==> src/rtl/pipe_ctrl_pkg.sv <==
// Shared encodings for the pipeline sequencer: FSM states, PC source select
// and inter-stage buffer indices.
package pipe_ctrl_pkg;

  typedef enum logic [1:0] {
    ST_RUN       = 2'd0,
    ST_INT_DRAIN = 2'd1,
    ST_INT_VEC   = 2'd2,
    ST_HALTED    = 2'd3
  } seq_state_e;

  localparam logic [1:0] PC_SEL_SEQ = 2'b00;
  localparam logic [1:0] PC_SEL_BR  = 2'b01;
  localparam logic [1:0] PC_SEL_VEC = 2'b10;

  localparam int IFID  = 0;
  localparam int IDEX  = 1;
  localparam int EXMEM = 2;
  localparam int MEMWB = 3;

  localparam logic [3:0] BUF_ALL  = 4'b1111;
  localparam logic [3:0] BUF_NONE = 4'b0000;

  function automatic logic [3:0] buf_bit(input int idx);
    logic [3:0] mask;
    mask      = BUF_NONE;
    mask[idx] = 1'b1;
    return mask;
  endfunction

endpackage

==> src/rtl/load_use_detect.sv <==
// Flags a load in EX whose destination is read by the instruction in ID.
module load_use_detect #(
  parameter int REG_ADDR_W = 3
) (
  input  logic                  ex_mem_read,
  input  logic [REG_ADDR_W-1:0] ex_rd_addr,
  input  logic [REG_ADDR_W-1:0] rs1_addr,
  input  logic [REG_ADDR_W-1:0] rs2_addr,
  input  logic                  rs1_used,
  input  logic                  rs2_used,
  output logic                  hazard
);

  logic rs1_hit;
  logic rs2_hit;

  assign rs1_hit = rs1_used && (rs1_addr == ex_rd_addr);
  assign rs2_hit = rs2_used && (rs2_addr == ex_rd_addr);
  assign hazard  = ex_mem_read && (rs1_hit || rs2_hit);

endmodule

==> src/rtl/pipe_sequencer.sv <==
// Stall/flush/sequence controller for the five-stage pipeline; outputs are
// combinational from state and inputs, state advances on posedge.
//
// state        | meaning
// RUN          | normal issue; branch, load-use, interrupt and halt handled here
// INT_DRAIN    | PC frozen, bubbles fed into ID while older instructions retire
// INT_VEC      | one cycle: load interrupt vector into PC, acknowledge request
// HALTED       | HLT executed; pipeline drains, only an interrupt wakes it
module pipe_sequencer
  import pipe_ctrl_pkg::*;
#(
  parameter int REG_ADDR_W = 3,
  parameter int INT_CYCLES = 3
) (
  input  logic                  clk,
  input  logic                  reset,
  input  logic [REG_ADDR_W-1:0] id_rs1_addr,
  input  logic [REG_ADDR_W-1:0] id_rs2_addr,
  input  logic                  id_rs1_used,
  input  logic                  id_rs2_used,
  input  logic                  id_halt,
  input  logic                  ex_mem_read,
  input  logic [REG_ADDR_W-1:0] ex_rd_addr,
  input  logic                  ex_branch_taken,
  input  logic                  mem_busy,
  input  logic                  int_req,
  output logic                  pc_we,
  output logic [1:0]            pc_sel,
  output logic [3:0]            buf_we,
  output logic [3:0]            buf_flush,
  output logic                  int_ack,
  output logic                  halted,
  output logic [1:0]            state
);

  localparam int CNT_W = $clog2(INT_CYCLES + 1);
  localparam logic [CNT_W-1:0] CNT_LOAD = CNT_W'(INT_CYCLES - 1);

  seq_state_e       cur_state;
  seq_state_e       nxt_state;
  logic [CNT_W-1:0] cnt_q;
  logic [CNT_W-1:0] cnt_d;
  logic             hazard;

  load_use_detect #(
    .REG_ADDR_W(REG_ADDR_W)
  ) u_load_use (
    .ex_mem_read(ex_mem_read),
    .ex_rd_addr (ex_rd_addr),
    .rs1_addr   (id_rs1_addr),
    .rs2_addr   (id_rs2_addr),
    .rs1_used   (id_rs1_used),
    .rs2_used   (id_rs2_used),
    .hazard     (hazard)
  );

  always_ff @(posedge clk or negedge reset) begin
    if (!reset) begin
      cur_state <= ST_RUN;
      cnt_q     <= '0;
    end else begin
      cur_state <= nxt_state;
      cnt_q     <= cnt_d;
    end
  end

  always_comb begin
    nxt_state = cur_state;
    cnt_d     = cnt_q;
    pc_we     = 1'b1;
    pc_sel    = PC_SEL_SEQ;
    buf_we    = BUF_ALL;
    buf_flush = BUF_NONE;
    int_ack   = 1'b0;
    halted    = (cur_state == ST_HALTED);

    if (!reset) begin
      // Buffer flush is wired to the buffer resets, so hold every stage clear.
      pc_we     = 1'b0;
      buf_we    = BUF_NONE;
      buf_flush = BUF_ALL;
      halted    = 1'b0;
    end else if (mem_busy) begin
      pc_we  = 1'b0;
      buf_we = BUF_NONE;
    end else begin
      case (cur_state)
        ST_RUN: begin
          if (ex_branch_taken) begin
            pc_sel    = PC_SEL_BR;
            buf_flush = buf_bit(IFID) | buf_bit(IDEX);
          end else if (hazard) begin
            pc_we     = 1'b0;
            buf_we    = BUF_ALL & ~buf_bit(IFID);
            buf_flush = buf_bit(IDEX);
          end else if (int_req) begin
            pc_we     = 1'b0;
            buf_flush = buf_bit(IFID);
            nxt_state = ST_INT_DRAIN;
            cnt_d     = CNT_LOAD;
          end else if (id_halt) begin
            pc_we     = 1'b0;
            buf_flush = buf_bit(IFID);
            nxt_state = ST_HALTED;
          end
        end
        ST_INT_DRAIN: begin
          pc_we     = 1'b0;
          buf_flush = buf_bit(IFID);
          if (ex_branch_taken) begin
            // Redirect only; the drain schedule keeps running.
            pc_we     = 1'b1;
            pc_sel    = PC_SEL_BR;
            buf_flush = buf_bit(IFID) | buf_bit(IDEX);
          end
          if (cnt_q == '0) begin
            nxt_state = ST_INT_VEC;
          end else begin
            cnt_d = cnt_q - CNT_W'(1);
          end
        end
        ST_INT_VEC: begin
          pc_sel    = PC_SEL_VEC;
          int_ack   = 1'b1;
          buf_flush = buf_bit(IFID);
          nxt_state = ST_RUN;
        end
        ST_HALTED: begin
          pc_we     = 1'b0;
          buf_flush = buf_bit(IFID);
          if (int_req) begin
            nxt_state = ST_INT_DRAIN;
            cnt_d     = CNT_LOAD;
          end
        end
        default: nxt_state = ST_RUN;
      endcase
    end
  end

  assign state = cur_state;

endmodule

==> config.mk <==
export PLATFORM = sky130hd
export DESIGN_NAME = pipe_sequencer
export DESIGN_NICKNAME = d
export VERILOG_FILES = /design/src/rtl/pipe_ctrl_pkg.sv /design/src/rtl/load_use_detect.sv /design/src/rtl/pipe_sequencer.sv
export SDC_FILE = /design/constraint.sdc
export NUM_CORES = 1
export LEC_CHECK = 0
export CAP_MARGIN = 20
export CORE_MARGIN = 2
export CORE_UTILIZATION = 32
export CTS_CLUSTER_DIAMETER = 60
export CTS_CLUSTER_SIZE = 12
export DETAILED_ROUTE_END_ITERATION = 7
export PLACE_DENSITY = 0.7
export SYNTH_ARGS = -nofsm -noshare
export SYNTH_HDL_FRONTEND = slang
export SYNTH_HIERARCHICAL = 1
export SYNTH_SLANG_ARGS = --single-unit
export TNS_END_PERCENT = 20
==> constraint.sdc <==
create_clock -name clk -period 1.6 [get_ports clk]
set_clock_uncertainty 0.2 [all_clocks]
set_input_delay 0.16 -clock clk [delete_from_list [all_inputs] [get_ports clk]]
set_output_delay 0.16 -clock clk [all_outputs]
set_load 0.05 [all_outputs]
==> metrics.csv <==
stage,metric,value,unit
outcome,status,finished with violations,
outcome,failing checks,negative setup slack,
timing,Worst Max-Slew Pin Slew,228,ps
cts,hold_buf cts,0,
floorplanning,Initial Util,0.343,
timing,Tcrit/Tclk final,1.21,
cts,Clock Tree Root,clkbuf_4,
final_layout,layout cell share with drive strength beyond 1,0.546,
critical_path,crit end category,primary output,
floorplanning,I/O Pins,33,
detailed_routing,WL final,1700,µm
cts,clock transition at the registers of the reported paths,40,ps
timing,final setup fails,12,
synth,Mapped Cells,60,
grt,GR Util All Layers,0.205,
final_layout,Nets,134,
critical_path,R2R Path Start,state[1],
grt,initial antenna violation count,0,
synth,syn avg cell area,8.72,µm²
synth,syn_nets,84,
cts,total CTS buffers,3,
critical_path,Critical Path Start Type,flop,
grt,first-pass GRT wire length,2870,µm
placed_design,I/O Buffers,32,
synth,"Cell Area, Synth",523,µm²
detailed_routing,Detail Route Antenna Nets,0,
timing,crit path time final,1930,ps
final_layout,fin util,0.800,
grt,vias in the first global route,635,
cts,clk_lat worst skew,250,ps
placed_design,routability cong.,0.752,
cts,TritonCTS clock tree,yes,
final_layout,antenna cells,0,
timing,final hold vios,0,
detailed_routing,vias per cell,4.85,
critical_path,Worst Path Max Fanout,4,
power,VDD IR max,1.59,mV
critical_path,WS Path Type,reg2out,
timing,Slew HR,0.848,
critical_path,CP required,1240,ps
detailed_routing,initial DRC count,11,
timing,RSZ-0062 raised after global routing,true,
cts,clock sink count,4,
critical_path,Crit path arrival time,1570,ps
floorplanning,die span in y,44.4,µm
final_layout,Syn-to-layout area delta,133,%
synth,post-synthesis cell type count,25,
detailed_routing,DR WL/cell,13.7,µm
detailed_routing,1st-pass router iterations,4,
final_layout,fin area,0.00122,mm²
placed_design,Final HPWL DP,1290,µm
detailed_routing,via count,602,
power,cell leakage power,0.551,nW
synth,Seq cells post-synth,4,
min_path,Hold Crit Class,in2async,
placed_design,dpl cell area,0.00107,mm²
floorplanning,die area,0.00197,mm²
timing,fmax,517,MHz
final_layout,most frequent cells in the layout,"buf_4, buf_12, dlygate4sd2_1, clkdlybuf4s50_1, xnor2_1",
grt,largest net degree at the start of global routing,9,
synth,Synthesis Warnings,6,
cts,CTS HTree Levels,1,
floorplanning,Core Area,0.00152,mm²
power,power per cell area,1380,mW/mm²
job,Max Cap Viol,0,
grt,Overflow after GRT,0,
critical_path,Crit. Startpoint,state[1],
cts,clock tree buffer depth,2,
floorplanning,Rows,14,
floorplanning,width of the die,44.4,µm
timing,setup ws final,-334,ps
detailed_routing,DRC,0,
synth,post-synthesis sequential area ratio,0.191,
timing,Post-Route Hold Slack,39.0,ps
final_layout,"most common cell after layout, fill and taps aside",buf_4,
timing,max-slew violations,0,
## metrics by stage
stage	TNS (ps)	setup slack, ps	power, W	std cells
6_report	-2490	-334	0.00168	124
5_1_grt	-3280	-407	0.00178	124
4_1_cts	-2370	-322	0.00157	123
3_5_place_dp	-4200	-565	0.00129	117
3_3_place_gp	-4050	-552	0.00126	117
2_1_floorplan	-1500	-248	0.000780	60
## repair_timing
action | CTS | global route
buffers inserted | 3 | 1
gates cloned | 0 | 0
pin swaps | 11 | 6
gates resized for setup | 25 | 8
setup endpoints to repair | 12 | 12
## synthesized netlist by cell type
| master | instances | area share |
|---|---|---|
| and2_1 | 4 | 0.048 |
| and3b_2 | 1 | 0.019 |
| xnor2_1 | 6 | 0.10 |
| nand3b_1 | 1 | 0.014 |
| nand4_1 | 2 | 0.024 |
| ha_1 | 6 | 0.14 |
| nor2b_1 | 2 | 0.024 |
| mux2_1 | 1 | 0.022 |
| dfrtp_1 | 4 | 0.19 |
| buf_6 | 1 | 0.022 |
| a21oi_1 | 5 | 0.048 |
| a21boi_1 | 1 | 0.014 |
| nor3_2 | 1 | 0.019 |
| o21a_1 | 1 | 0.014 |
| o21ai_2 | 1 | 0.017 |
| inv_1 | 7 | 0.050 |
| buf_4 | 3 | 0.043 |
| nor2b_4 | 1 | 0.026 |
| nor2_1 | 2 | 0.014 |
| mux2i_1 | 2 | 0.038 |
| nand2_4 | 1 | 0.022 |
| nand2_1 | 3 | 0.022 |
| o21ai_1 | 2 | 0.019 |
| o31a_1 | 1 | 0.017 |
| mux2_4 | 1 | 0.029 |
## metal layers
metal | track usage | vias to the layer above | share of wire
met1 | 0.226 | 287 | 0.39
li1 | - | 296 | -
met4 | 0.0485 | 0 | 0
met2 | 0.362 | 19 | 0.55
met3 | 0.0857 | 0 | 0.063
met5 | 0 | - | 0
## kinds of logic (layout without fill, tap and decap cells)
logic type / Yosys count / after routing / synth area share
buffers and inverters: 11 / 59 / 0.115
XOR/XNOR: 6 / 6 / 0.100
AND/OR/NAND/NOR: 18 / 18 / 0.232
AO/OA/AOI/OAI: 11 / 11 / 0.129
adder cells (fa/ha/maj): 6 / 6 / 0.144
multiplexers: 4 / 4 / 0.0885
flip-flops: 4 / 4 / 0.191
## power by group
| part | leakage [nW] | switching, W | internal [W] |
|---|---|---|---|
| Clock | 0.0138 | 0.0000480 | 0.0000843 |
| Sequential | 0.0445 | 0.0000438 | 0.000154 |
| Combinational | 0.492 | 0.000672 | 0.000677 |
## sequential cells by signal, summed over array words and instances, names as in the netlist
| register | count |
|---|---|
| cnt_q | 2 |
| state | 2 |
## worst max-delay path: stages, from the launching register on
cell	delay, ps
dfrtp_2	380
inv_2	70
ha_4	180
nor2_4	150
nor2b_4	60
o31a_2	340
buf_8	150
## cell type report
class                           instances  area [µm²]
Timing Repair Buffer                   49         579
Sequential cell                         4         103
Fill cell                              89         304
Clock buffer                            3        22.5
Inverter                                7        26.3
Tap cell                               16        20.0
Multi-Input combinational cell         45         469
## final timing paths
path	slack (ps)	to	cells after the start
min	40	state[1]	2
min reg2reg	290	cnt_q[1]	1
max	-330	pc_we	6
max in group asynchronous	1000	state[0]	2
min in group clk	290	cnt_q[1]	1
max reg2reg	-260	state[1]	6
No activity file was read; power rests on OpenSTA's default activity.
